`src/rtl/mdu.sv`:
```
// Iterative RISC-V M-extension multiply/divide unit.
// Radix-2 shift-add multiply and restoring divide, with a fixed latency of WIDTH+2 cycles.
module mdu #(
    parameter int WIDTH = 32
) (
    input  logic             clk,
    input  logic             rst,
    input  logic             start,
    input  logic [2:0]       funct3,
    input  logic [WIDTH-1:0] ra,
    input  logic [WIDTH-1:0] rb,
    input  logic             kill,
    output logic             ready,
    output logic             done,
    output logic [WIDTH-1:0] out
);
    localparam int CW = $clog2(WIDTH);
    localparam logic [WIDTH-1:0]   ONE_W   = WIDTH'(1);
    localparam logic [2*WIDTH-1:0] ONE_2W  = (2*WIDTH)'(1);
    localparam logic [WIDTH-1:0]   ALL1_W  = {WIDTH{1'b1}};
    localparam logic [WIDTH-1:0]   ZERO_W  = {WIDTH{1'b0}};
    localparam logic [WIDTH-1:0]   MIN_W   = {1'b1, {(WIDTH-1){1'b0}}};
    localparam logic [CW-1:0]      CNT_TOP = CW'(WIDTH-1);
    localparam logic [CW-1:0]      CNT_ONE = CW'(1);
    localparam logic [CW-1:0]      CNT_Z   = {CW{1'b0}};

    typedef enum logic [1:0] {
        IDLE = 2'd0,
        PREP = 2'd1,
        RUN  = 2'd2,
        FIX  = 2'd3
    } state_t;

    state_t           state_r;
    logic [CW-1:0]    cnt_r;
    logic [2:0]       op_r;
    logic [WIDTH-1:0] ra_r;
    logic [WIDTH-1:0] rb_r;
    logic [WIDTH-1:0] opd_r;
    logic [WIDTH-1:0] hi_r;
    logic [WIDTH-1:0] lo_r;
    logic             neg_r;
    logic             rsign_r;
    logic             dz_r;
    logic             ovf_r;
    logic             done_r;
    logic [WIDTH-1:0] out_r;

    logic             signed_a_s;
    logic             signed_b_s;
    logic             sa_s;
    logic             sb_s;
    logic [WIDTH-1:0] mag_a_s;
    logic [WIDTH-1:0] mag_b_s;
    logic [WIDTH:0]   mul_sum_s;
    logic [WIDTH:0]   div_shift_s;
    logic [WIDTH:0]   div_diff_s;
    logic [2*WIDTH-1:0] prod_raw_s;
    logic [2*WIDTH-1:0] prod_s;
    logic [WIDTH-1:0] quot_s;
    logic [WIDTH-1:0] rem_s;
    logic [WIDTH-1:0] result_s;

    assign ready = (state_r == IDLE);
    assign done  = done_r;
    assign out   = out_r;

    // Operand signedness and magnitudes, used while in PREP.
    always_comb begin
        signed_a_s = !((op_r == 3'd3) || (op_r == 3'd5) || (op_r == 3'd7));
        signed_b_s = signed_a_s && (op_r != 3'd2);
        sa_s       = signed_a_s && ra_r[WIDTH-1];
        sb_s       = signed_b_s && rb_r[WIDTH-1];
        if (sa_s) begin
            mag_a_s = ~ra_r + ONE_W;
        end else begin
            mag_a_s = ra_r;
        end
        if (sb_s) begin
            mag_b_s = ~rb_r + ONE_W;
        end else begin
            mag_b_s = rb_r;
        end
    end

    // One radix-2 step: hi:lo is the product (mul) or remainder:quotient (div).
    always_comb begin
        if (lo_r[0]) begin
            mul_sum_s = {1'b0, hi_r} + {1'b0, opd_r};
        end else begin
            mul_sum_s = {1'b0, hi_r};
        end
        div_shift_s = {hi_r, lo_r[WIDTH-1]};
        div_diff_s  = div_shift_s - {1'b0, opd_r};
    end

    // Sign correction and special-case override applied in FIX.
    always_comb begin
        prod_raw_s = {hi_r, lo_r};
        if (neg_r) begin
            prod_s = ~prod_raw_s + ONE_2W;
            quot_s = ~lo_r + ONE_W;
        end else begin
            prod_s = prod_raw_s;
            quot_s = lo_r;
        end
        if (rsign_r) begin
            rem_s = ~hi_r + ONE_W;
        end else begin
            rem_s = hi_r;
        end
        case (op_r)
            3'd0:    result_s = prod_s[WIDTH-1:0];
            3'd1,
            3'd2,
            3'd3:    result_s = prod_s[2*WIDTH-1:WIDTH];
            3'd4:    result_s = dz_r ? ALL1_W : (ovf_r ? ra_r : quot_s);
            3'd5:    result_s = dz_r ? ALL1_W : quot_s;
            3'd6:    result_s = dz_r ? ra_r : (ovf_r ? ZERO_W : rem_s);
            3'd7:    result_s = dz_r ? ra_r : rem_s;
            default: result_s = out_r;
        endcase
    end

    // Control FSM and datapath registers.
    always_ff @(posedge clk or posedge rst) begin
        if (rst) begin
            state_r <= IDLE;
            cnt_r   <= CNT_Z;
            op_r    <= 3'd0;
            ra_r    <= ZERO_W;
            rb_r    <= ZERO_W;
            opd_r   <= ZERO_W;
            hi_r    <= ZERO_W;
            lo_r    <= ZERO_W;
            neg_r   <= 1'b0;
            rsign_r <= 1'b0;
            dz_r    <= 1'b0;
            ovf_r   <= 1'b0;
            done_r  <= 1'b0;
            out_r   <= ZERO_W;
        end else begin
            done_r <= 1'b0;
            if (kill && (state_r != IDLE)) begin
                state_r <= IDLE;
            end else begin
                case (state_r)
                    IDLE: begin
                        if (start) begin
                            op_r    <= funct3;
                            ra_r    <= ra;
                            rb_r    <= rb;
                            state_r <= PREP;
                        end else begin
                            state_r <= IDLE;
                        end
                    end
                    PREP: begin
                        opd_r   <= op_r[2] ? mag_b_s : mag_a_s;
                        lo_r    <= op_r[2] ? mag_a_s : mag_b_s;
                        hi_r    <= ZERO_W;
                        neg_r   <= sa_s ^ sb_s;
                        rsign_r <= sa_s;
                        dz_r    <= op_r[2] && (rb_r == ZERO_W);
                        ovf_r   <= ((op_r == 3'd4) || (op_r == 3'd6)) &&
                                   (ra_r == MIN_W) && (rb_r == ALL1_W);
                        cnt_r   <= CNT_TOP;
                        state_r <= RUN;
                    end
                    RUN: begin
                        if (op_r[2]) begin
                            if (!div_diff_s[WIDTH]) begin
                                hi_r <= div_diff_s[WIDTH-1:0];
                                lo_r <= {lo_r[WIDTH-2:0], 1'b1};
                            end else begin
                                hi_r <= div_shift_s[WIDTH-1:0];
                                lo_r <= {lo_r[WIDTH-2:0], 1'b0};
                            end
                        end else begin
                            hi_r <= mul_sum_s[WIDTH:1];
                            lo_r <= {mul_sum_s[0], lo_r[WIDTH-1:1]};
                        end
                        if (cnt_r == CNT_Z) begin
                            state_r <= FIX;
                        end else begin
                            cnt_r <= cnt_r - CNT_ONE;
                        end
                    end
                    FIX: begin
                        out_r   <= result_s;
                        done_r  <= 1'b1;
                        state_r <= IDLE;
                    end
                    default: state_r <= IDLE;
                endcase
            end
        end
    end
endmodule

```
`config.mk`:
```
export PLATFORM = sky130hd
export DESIGN_NAME = mdu
export DESIGN_NICKNAME = d
export VERILOG_FILES = /design/src/rtl/mdu.sv
export SDC_FILE = /design/constraint.sdc
export NUM_CORES = 1
export LEC_CHECK = 0
export CAP_MARGIN = 0
export CORE_MARGIN = 3
export CORE_UTILIZATION = 67
export DETAILED_ROUTE_END_ITERATION = 12
export PLACE_DENSITY = 0.88
export SYNTH_ARGS = -nofsm -noshare
export SYNTH_HDL_FRONTEND = slang
export SYNTH_SLANG_ARGS = --single-unit
```
`constraint.sdc`:
```
create_clock -name clk -period 12.87 [get_ports clk]
set_input_delay 1.9305 -clock clk [delete_from_list [all_inputs] [get_ports clk]]
set_output_delay 1.9305 -clock clk [all_outputs]
set_load 0.01 [all_outputs]
```
==> impl_metrics.env, run 1 <==
export IMPL_status="completed"
export IMPL_dp_cells=2521
export IMPL_kind_of_path_behind_the_tightest_hold_check="reg -> reg"
export IMPL_die_area_um2=29010
export IMPL_timing_final_hold_violations=0
export IMPL_timing_slew_headroom_pct=23.06
export IMPL_synth_net_count=2371
export IMPL_final_cells=2563
export IMPL_grt_max_degree=137
export IMPL_rr_startpoint="hi_r[0]"
export IMPL_fin_setup_tns_ns=0
export IMPL_numPortBuffers=104
export IMPL_first_pass_grt_wire_length_um=106100
export IMPL_initial_utilization_pct=68.83
export IMPL_io_pins=105
export IMPL_setup_slack_ns=8.466
export IMPL_finalCriticalPeriod_ns=4.404
export IMPL_path_clk_slew_ns=0.06
export IMPL_cp_max_fanout=43
export IMPL_pre_cts_ws_ns=8.319
export IMPL_layout_worst_path_cycle_share_pct=34.22
export IMPL_via_count=18841
export IMPL_setup_worst_path_start_class="flop"
export IMPL_hp_start="out[0]"
export IMPL_synth_distinct_cells=87
export IMPL_min_path_cells=2
export IMPL_cts_hold_fix_buffers=0
export IMPL_clock_tree_buffer_depth=3
export IMPL_syn_instance_count=2223
export IMPL_dominant_synthesized_flop_cell="sky130_fd_sc_hd__dfrtp_1"
export IMPL_clock_sinks=207
export IMPL_die_h_um=170.3
export IMPL_clock_insertion_delay_worst_skew_ns=0.55
export IMPL_ctsHtreeMaxLevel=1
export IMPL_worst_setup_path_type="reg -> reg"
export IMPL_synth_sequential_area_ratio_pct=28.64
export IMPL_drt_vias_per_instance=7.351
export IMPL_finalSetupViolCount=0
export IMPL_drc_errors=0
export IMPL_first_pass_iters=7
export IMPL_layout_cells_most_common_list="271 x sky130_fd_sc_hd__nand2_1, 207 x sky130_fd_sc_hd__o21ai_0, 206 x sky130_fd_sc_hd__dfrtp_1, 172 x sky130_fd_sc_hd__a21oi_1, 161 x sky130_fd_sc_hd__nor2_1"
export IMPL_grt_antenna_before_repair=2
export IMPL_floorplan_die_width_um=170.3
export IMPL_synthesis_area_um2=18090
export IMPL_rows=59
export IMPL_wire_per_inst_um=27.17
export IMPL_ant_nets=0
export IMPL_tritoncts_clock_tree="done"
export IMPL_rrSetupSlack_ns=8.47
export IMPL_proportion_of_layout_cells_with_a_drive_suffix_above_1_pct=7.858
export IMPL_max_freq_mhz=227.0
export IMPL_groute_usage_overall_pct=47.23
export IMPL_layout_cells_most_common="sky130_fd_sc_hd__nand2_1"
export IMPL_routed_wirelength_um=69640
export IMPL_post_cts_resize_count=0
export IMPL_maxCapViolCount=0
export IMPL_cts_root_buffer_cell="sky130_fd_sc_hd__clkbuf_16"
export IMPL_ys_seq_elements=207
export IMPL_timing_critical_path_arrival_ns=4.82
export IMPL_grt_pass1_vias=18017
export IMPL_critical_path_sink_type="flop"
export IMPL_gpl_final_weighted_congestion=1.052
export IMPL_number_of_buffers_inserted_to_repair_setup_after_cts=0
export IMPL_core_area_um2=26280
export IMPL_r2r_cells=12
export IMPL_synthToLayoutAreaGrowth_pct=9.995
export IMPL_worstSetupStartpoint="hi_r[0]"
export IMPL_finalMaxSlewViolations=0
export IMPL_grt_setup_unrepaired="no"
export IMPL_timing_clock_skew_ns=0.02011
export IMPL_cp_required_ns=13.29
export IMPL_dp_hpwl_um=50370
export IMPL_synth_edf_count=0
export IMPL_cts_inserted_buffers=23
export IMPL_synthArstFlopShare_pct=100.0
export IMPL_max_slew_worst_pin_slew_ns=1.154
export IMPL_avgSynthCellArea_um2=8.137
export IMPL_finalNetCount=2359
export IMPL_global_route_overflow_total=0
export IMPL_hold_ws_ns=0.4744
export IMPL_drtIter0Drc=3262
export IMPL_synth_warnings=0
==> Yosys cell counts, types with 21 or more instances <==
| cell type | number | area [um^2] |
|---|---|---|
| sky130_fd_sc_hd__xnor2_1 | 105 | 919.6 |
| sky130_fd_sc_hd__nand4_1 | 22 | 137.6 |
| sky130_fd_sc_hd__xor2_1 | 96 | 840.8 |
| sky130_fd_sc_hd__a21o_1 | 38 | 285.3 |
| sky130_fd_sc_hd__nand2b_1 | 26 | 162.7 |
| sky130_fd_sc_hd__mux2i_1 | 59 | 590.6 |
| sky130_fd_sc_hd__inv_1 | 68 | 255.2 |
| sky130_fd_sc_hd__nor2_1 | 162 | 608.1 |
| sky130_fd_sc_hd__mux2_2 | 67 | 754.5 |
| sky130_fd_sc_hd__a211oi_1 | 28 | 210.2 |
| sky130_fd_sc_hd__ha_1 | 75 | 938.4 |
| sky130_fd_sc_hd__nor3_1 | 43 | 215.2 |
| sky130_fd_sc_hd__dfrtp_1 | 207 | 5180 |
| sky130_fd_sc_hd__o31ai_1 | 35 | 262.8 |
| sky130_fd_sc_hd__a21oi_1 | 172 | 860.8 |
| sky130_fd_sc_hd__o21ai_0 | 207 | 1036 |
| sky130_fd_sc_hd__clkbuf_1 | 144 | 540.5 |
| sky130_fd_sc_hd__o221ai_1 | 21 | 183.9 |
| sky130_fd_sc_hd__nand2_1 | 273 | 1025 |
==> cell type report <==
cell class / count / area (um^2)
Multi-Input combinational cell: 1782 / 12030
Inverter: 69 / 267.8
Fill cell: 1862 / 6384
Clock inverter: 8 / 111.4
Tap cell: 335 / 419.2
Clock buffer: 33 / 663.1
Sequential cell: 207 / 5181
Timing Repair Buffer: 128 / 1221
Antenna cell: 1 / 2.502
==> layer usage <==
metal	global-route usage, %	part of all wire [%]	up-vias
met5	0	0.045	-
met4	26.35	7.6	4
met3	13.61	14	381
met2	71.84	43	1544
met1	60.74	36	8878
li1	-	-	8034
==> per-stage QoR <==
step | utilization [%] | cell area (um^2)
global placement | 72.75 | 19120
floorplan | - | 18090
global route | 75.70 | 19890
CTS | 75.70 | 19890
detailed placement | 72.75 | 19120
finish | 75.71 | 19900
==> sequential cells by signal, summed over array words and instances, names as in the netlist <==
name and cells:
hi_r 32, dz_r 1, ra_r 32, op_r 3, opd_r 32, rb_r 32
lo_r 32, ovf_r 1, rsign_r 1, state_r 2, done 1, cnt_r 5
out 32, neg_r 1
==> worst max-delay path: stages, from the launching register on <==
cell                       delay, ns
sky130_fd_sc_hd__dfrtp_1        0.72
sky130_fd_sc_hd__inv_1          0.24
sky130_fd_sc_hd__fa_1           0.47
sky130_fd_sc_hd__nand2b_1       0.21
sky130_fd_sc_hd__a21oi_1        0.26
sky130_fd_sc_hd__o21ai_0        0.40
sky130_fd_sc_hd__a211oi_1       0.53
sky130_fd_sc_hd__nor4b_1        0.13
sky130_fd_sc_hd__nor3_2         0.21
sky130_fd_sc_hd__buf_4          0.44
sky130_fd_sc_hd__nand2_1        0.14
sky130_fd_sc_hd__or2_0          0.25
sky130_fd_sc_hd__a32o_1         0.25
==> cells by family after synthesis <==
group	after synthesis	synth area share, %
buffers and inverters	234	4.932
muxes	145	9.801
DFF	207	28.64
adders and majority gates	78	5.464
xor gates and xnor gates	201	9.732
and+or+nand+nor	665	17.04
AOI/OAI and AO/OA	693	24.39
==> final timing paths <==
path                            end
setup reg to reg           hi_r[27]
hold reg to reg              out[0]
min in group asynchronous  cnt_r[4]
max in group asynchronous   op_r[2]
hold / removal               out[0]
setup / recovery           hi_r[27]
Power of run 1 is not shown: default switching activity piles up to over one toggle a cycle in this logic, so the estimate is an artifact.
==> run 2, diff against run 1 <==
CORE_UTILIZATION = 62   (was 67)
PLACE_DENSITY = 0.82   (was 0.88)
clock period = 4.3 ns   (was 12.87 ns; I/O delays follow)
==> run 2 against run 1 <==
Net effect:
- core utilization decreased by 3.8 points
- clock skew is 0.011 ns lower
- sequential share of layout area is 0.52 points lower
- non-clock buffer count grew 31
- sequential cell count is the same
- maximum frequency up 7.2%
- first-iteration DRC count is 14% lower
- final area grew 2.1%
- global-route usage down 6.1 points
- routed wire length shrank 6.7%
- worst hold slack gained 0.0075 ns
- clock-buffer cell count unchanged
- largest cell class unchanged
- highest routed layer unchanged
==> impl_metrics.env, run 2 (same netlist as run 1, synthesis figures left out) <==
export IMPL_status="completed"
export IMPL_r2r_cells=11
export IMPL_critical_path_sink_type="flop"
export IMPL_power_leakage_nw=8.768
export IMPL_floorplan_die_width_um=176.8
export IMPL_cts_inserted_buffers=25
export IMPL_timing_final_hold_violations=0
export IMPL_post_cts_resize_count=0
export IMPL_finalNetCount=2392
export IMPL_first_pass_grt_wire_length_um=100300
export IMPL_peakVddDrop_uv=780.7
export IMPL_clock_insertion_delay_worst_skew_ns=0.55
export IMPL_dp_hpwl_um=48730
export IMPL_die_h_um=176.8
export IMPL_first_pass_iters=6
export IMPL_tritoncts_clock_tree="done"
export IMPL_slowest_stage_delay_cp_ns=0.55
export IMPL_core_area_um2=28240
export IMPL_worst_setup_path_type="reg -> reg"
export IMPL_drtIter0Drc=2793
export IMPL_power_sequential_fraction_pct=21.7
export IMPL_max_freq_mhz=243.5
export IMPL_timing_slew_headroom_pct=31.28
export IMPL_cts_hold_fix_buffers=0
export IMPL_antenna_diode_count=0
export IMPL_fin_setup_tns_ns=0
export IMPL_final_cells=2640
export IMPL_die_area_um2=31260
export IMPL_power_per_cell_area_nw_per_um2=994.7
export IMPL_timing_clock_skew_ns=0.009159
export IMPL_power_clock_fraction_pct=11.0
export IMPL_internal_power_mw=9.392
export IMPL_cp_required_ns=4.74
export IMPL_maxCapViolCount=0
export IMPL_finalSetupViolCount=0
export IMPL_numPortBuffers=104
export IMPL_layout_cells_most_common_list="271 x sky130_fd_sc_hd__nand2_1, 207 x sky130_fd_sc_hd__o21ai_0, 206 x sky130_fd_sc_hd__dfrtp_1, 172 x sky130_fd_sc_hd__a21oi_1, 162 x sky130_fd_sc_hd__nor2_1"
export IMPL_timing_critical_path_cells="ha_1, a211oi_1, o21bai_1, o2111ai_1, a21oi_1, o41a_1, a221o_1, a41o_1, a221oi_1, mux2_2, a221oi_1"
export IMPL_ctsHtreeMaxLevel=1
export IMPL_p_total_mw=20.20
export IMPL_path_clk_slew_ns=0.06
export IMPL_dp_cells=2595
export IMPL_hold_ws_ns=0.4819
export IMPL_grt_antenna_before_repair=1
export IMPL_grt_pass1_vias=17286
export IMPL_global_route_overflow_total=0
export IMPL_synthToLayoutAreaGrowth_pct=12.25
export IMPL_hp_start="out[2]"
export IMPL_crit_path_frequent_cell="sky130_fd_sc_hd__a221oi_1"
export IMPL_layout_worst_path_cycle_share_pct=95.51
export IMPL_io_pins=105
export IMPL_via_count=18291
export IMPL_drt_vias_per_instance=6.928
export IMPL_min_path_cells=2
export IMPL_groute_usage_overall_pct=41.11
export IMPL_pwr_share_comb_pct=67.3
export IMPL_gpl_final_weighted_congestion=1.122
export IMPL_cts_root_buffer_cell="sky130_fd_sc_hd__clkbuf_16"
export IMPL_drc_errors=0
export IMPL_grt_setup_unrepaired="no"
export IMPL_wire_per_inst_um=24.61
export IMPL_max_slew_worst_pin_slew_ns=1.023
export IMPL_number_of_buffers_inserted_to_repair_setup_after_cts=0
export IMPL_timing_critical_path_arrival_ns=4.55
export IMPL_kind_of_path_behind_the_tightest_hold_check="reg -> reg"
export IMPL_sw_ratio_pct=53.50
export IMPL_cp_max_fanout=10
export IMPL_rr_startpoint="hi_r[1]"
export IMPL_layout_cells_most_common="sky130_fd_sc_hd__nand2_1"
export IMPL_rrSetupSlack_ns=0.19
export IMPL_finalMaxSlewViolations=0
export IMPL_worst_path_max_delay_cell="sky130_fd_sc_hd__dfrtp_1"
export IMPL_switching_power_mw=10.81
export IMPL_finalCriticalPeriod_ns=4.107
export IMPL_grt_max_degree=123
export IMPL_setup_worst_path_start_class="flop"
export IMPL_hold_end="out[2]"
export IMPL_clock_sinks=207
export IMPL_proportion_of_layout_cells_with_a_drive_suffix_above_1_pct=9.328
export IMPL_worstReg2RegEnd="hi_r[30]"
export IMPL_routed_wirelength_um=64960
export IMPL_clock_tree_buffer_depth=3
export IMPL_initial_utilization_pct=64.05
export IMPL_ant_nets=0
export IMPL_rows=61
run 2: cell types whose count changed in the layout (fill, tap and decap cells not counted), sizes merged:
| cell | delta |
|---|---|
| bufinv | +1 |
| diode | -1 |
| clkinv | +4 |
| clkinvlp | +1 |
| inv | -2 |
| buf | +31 |
run 2: worst max-delay path by stage:
stage,startpoint,end,slack [ns],depth (start not counted)
3_5_place_dp,hi_r[1],hi_r[30],0.31,11
6_report,hi_r[1],hi_r[30],0.19,11
3_3_place_gp,hi_r[1],hi_r[30],0.39,11
4_1_cts,hi_r[1],hi_r[30],0.27,11
5_1_grt,hi_r[1],hi_r[30],0.06,11
2_1_floorplan,hi_r[0],out[24],0.47,13
run 2: power by group through the flow:
stage	registers [mW]	clock network (mW)	logic (mW)
global placement	4.23	0	12.8
CTS	4.27	2.22	13.1
finish	4.39	2.21	13.6
floorplan	3.64	0	9.39
detailed placement	4.30	0	13.0
global route	4.45	2.31	14.5
run 2: per-stage QoR:
stage | setup WS (ns) | instance area [um^2] | util [%]
3_3_place_gp | 0.3922 | 19450 | 68.87
4_1_cts | 0.2694 | 20300 | 71.90
6_report | 0.1932 | 20300 | 71.90
5_1_grt | 0.06348 | 20300 | 71.90
2_1_floorplan | 0.4676 | 18090 | -
3_5_place_dp | 0.3123 | 19450 | 68.87
run 2: worst max-delay path, delay by kind of cell, from the launching register on:
family | cells | cell delay (ns)
muxes | 1 | 0.37
DFF | 1 | 0.55
AOI/OAI and AO/OA | 9 | 2.74
adders and majority gates | 1 | 0.32
run 2: cell type report:
type,count,area (um^2)
clock inverters,12,148.9
inverters,69,264.0
clock buffers,33,705.7
flip-flops and latches,207,5181
multi-input cells,1782,12030
repair buffers,159,1504
well taps,378,473.0
fillers,2223,7935
run 2: layer usage:
layer	GRT usage, %	wire length [um]	vias to the layer above
met2	62.50	27970	1252
met4	21.93	4605	2
met1	54.06	24220	8664
met5	0	13	-
met3	10.51	8148	283
li1	-	-	8090
Note: power is estimated with default switching activity, not from simulation.
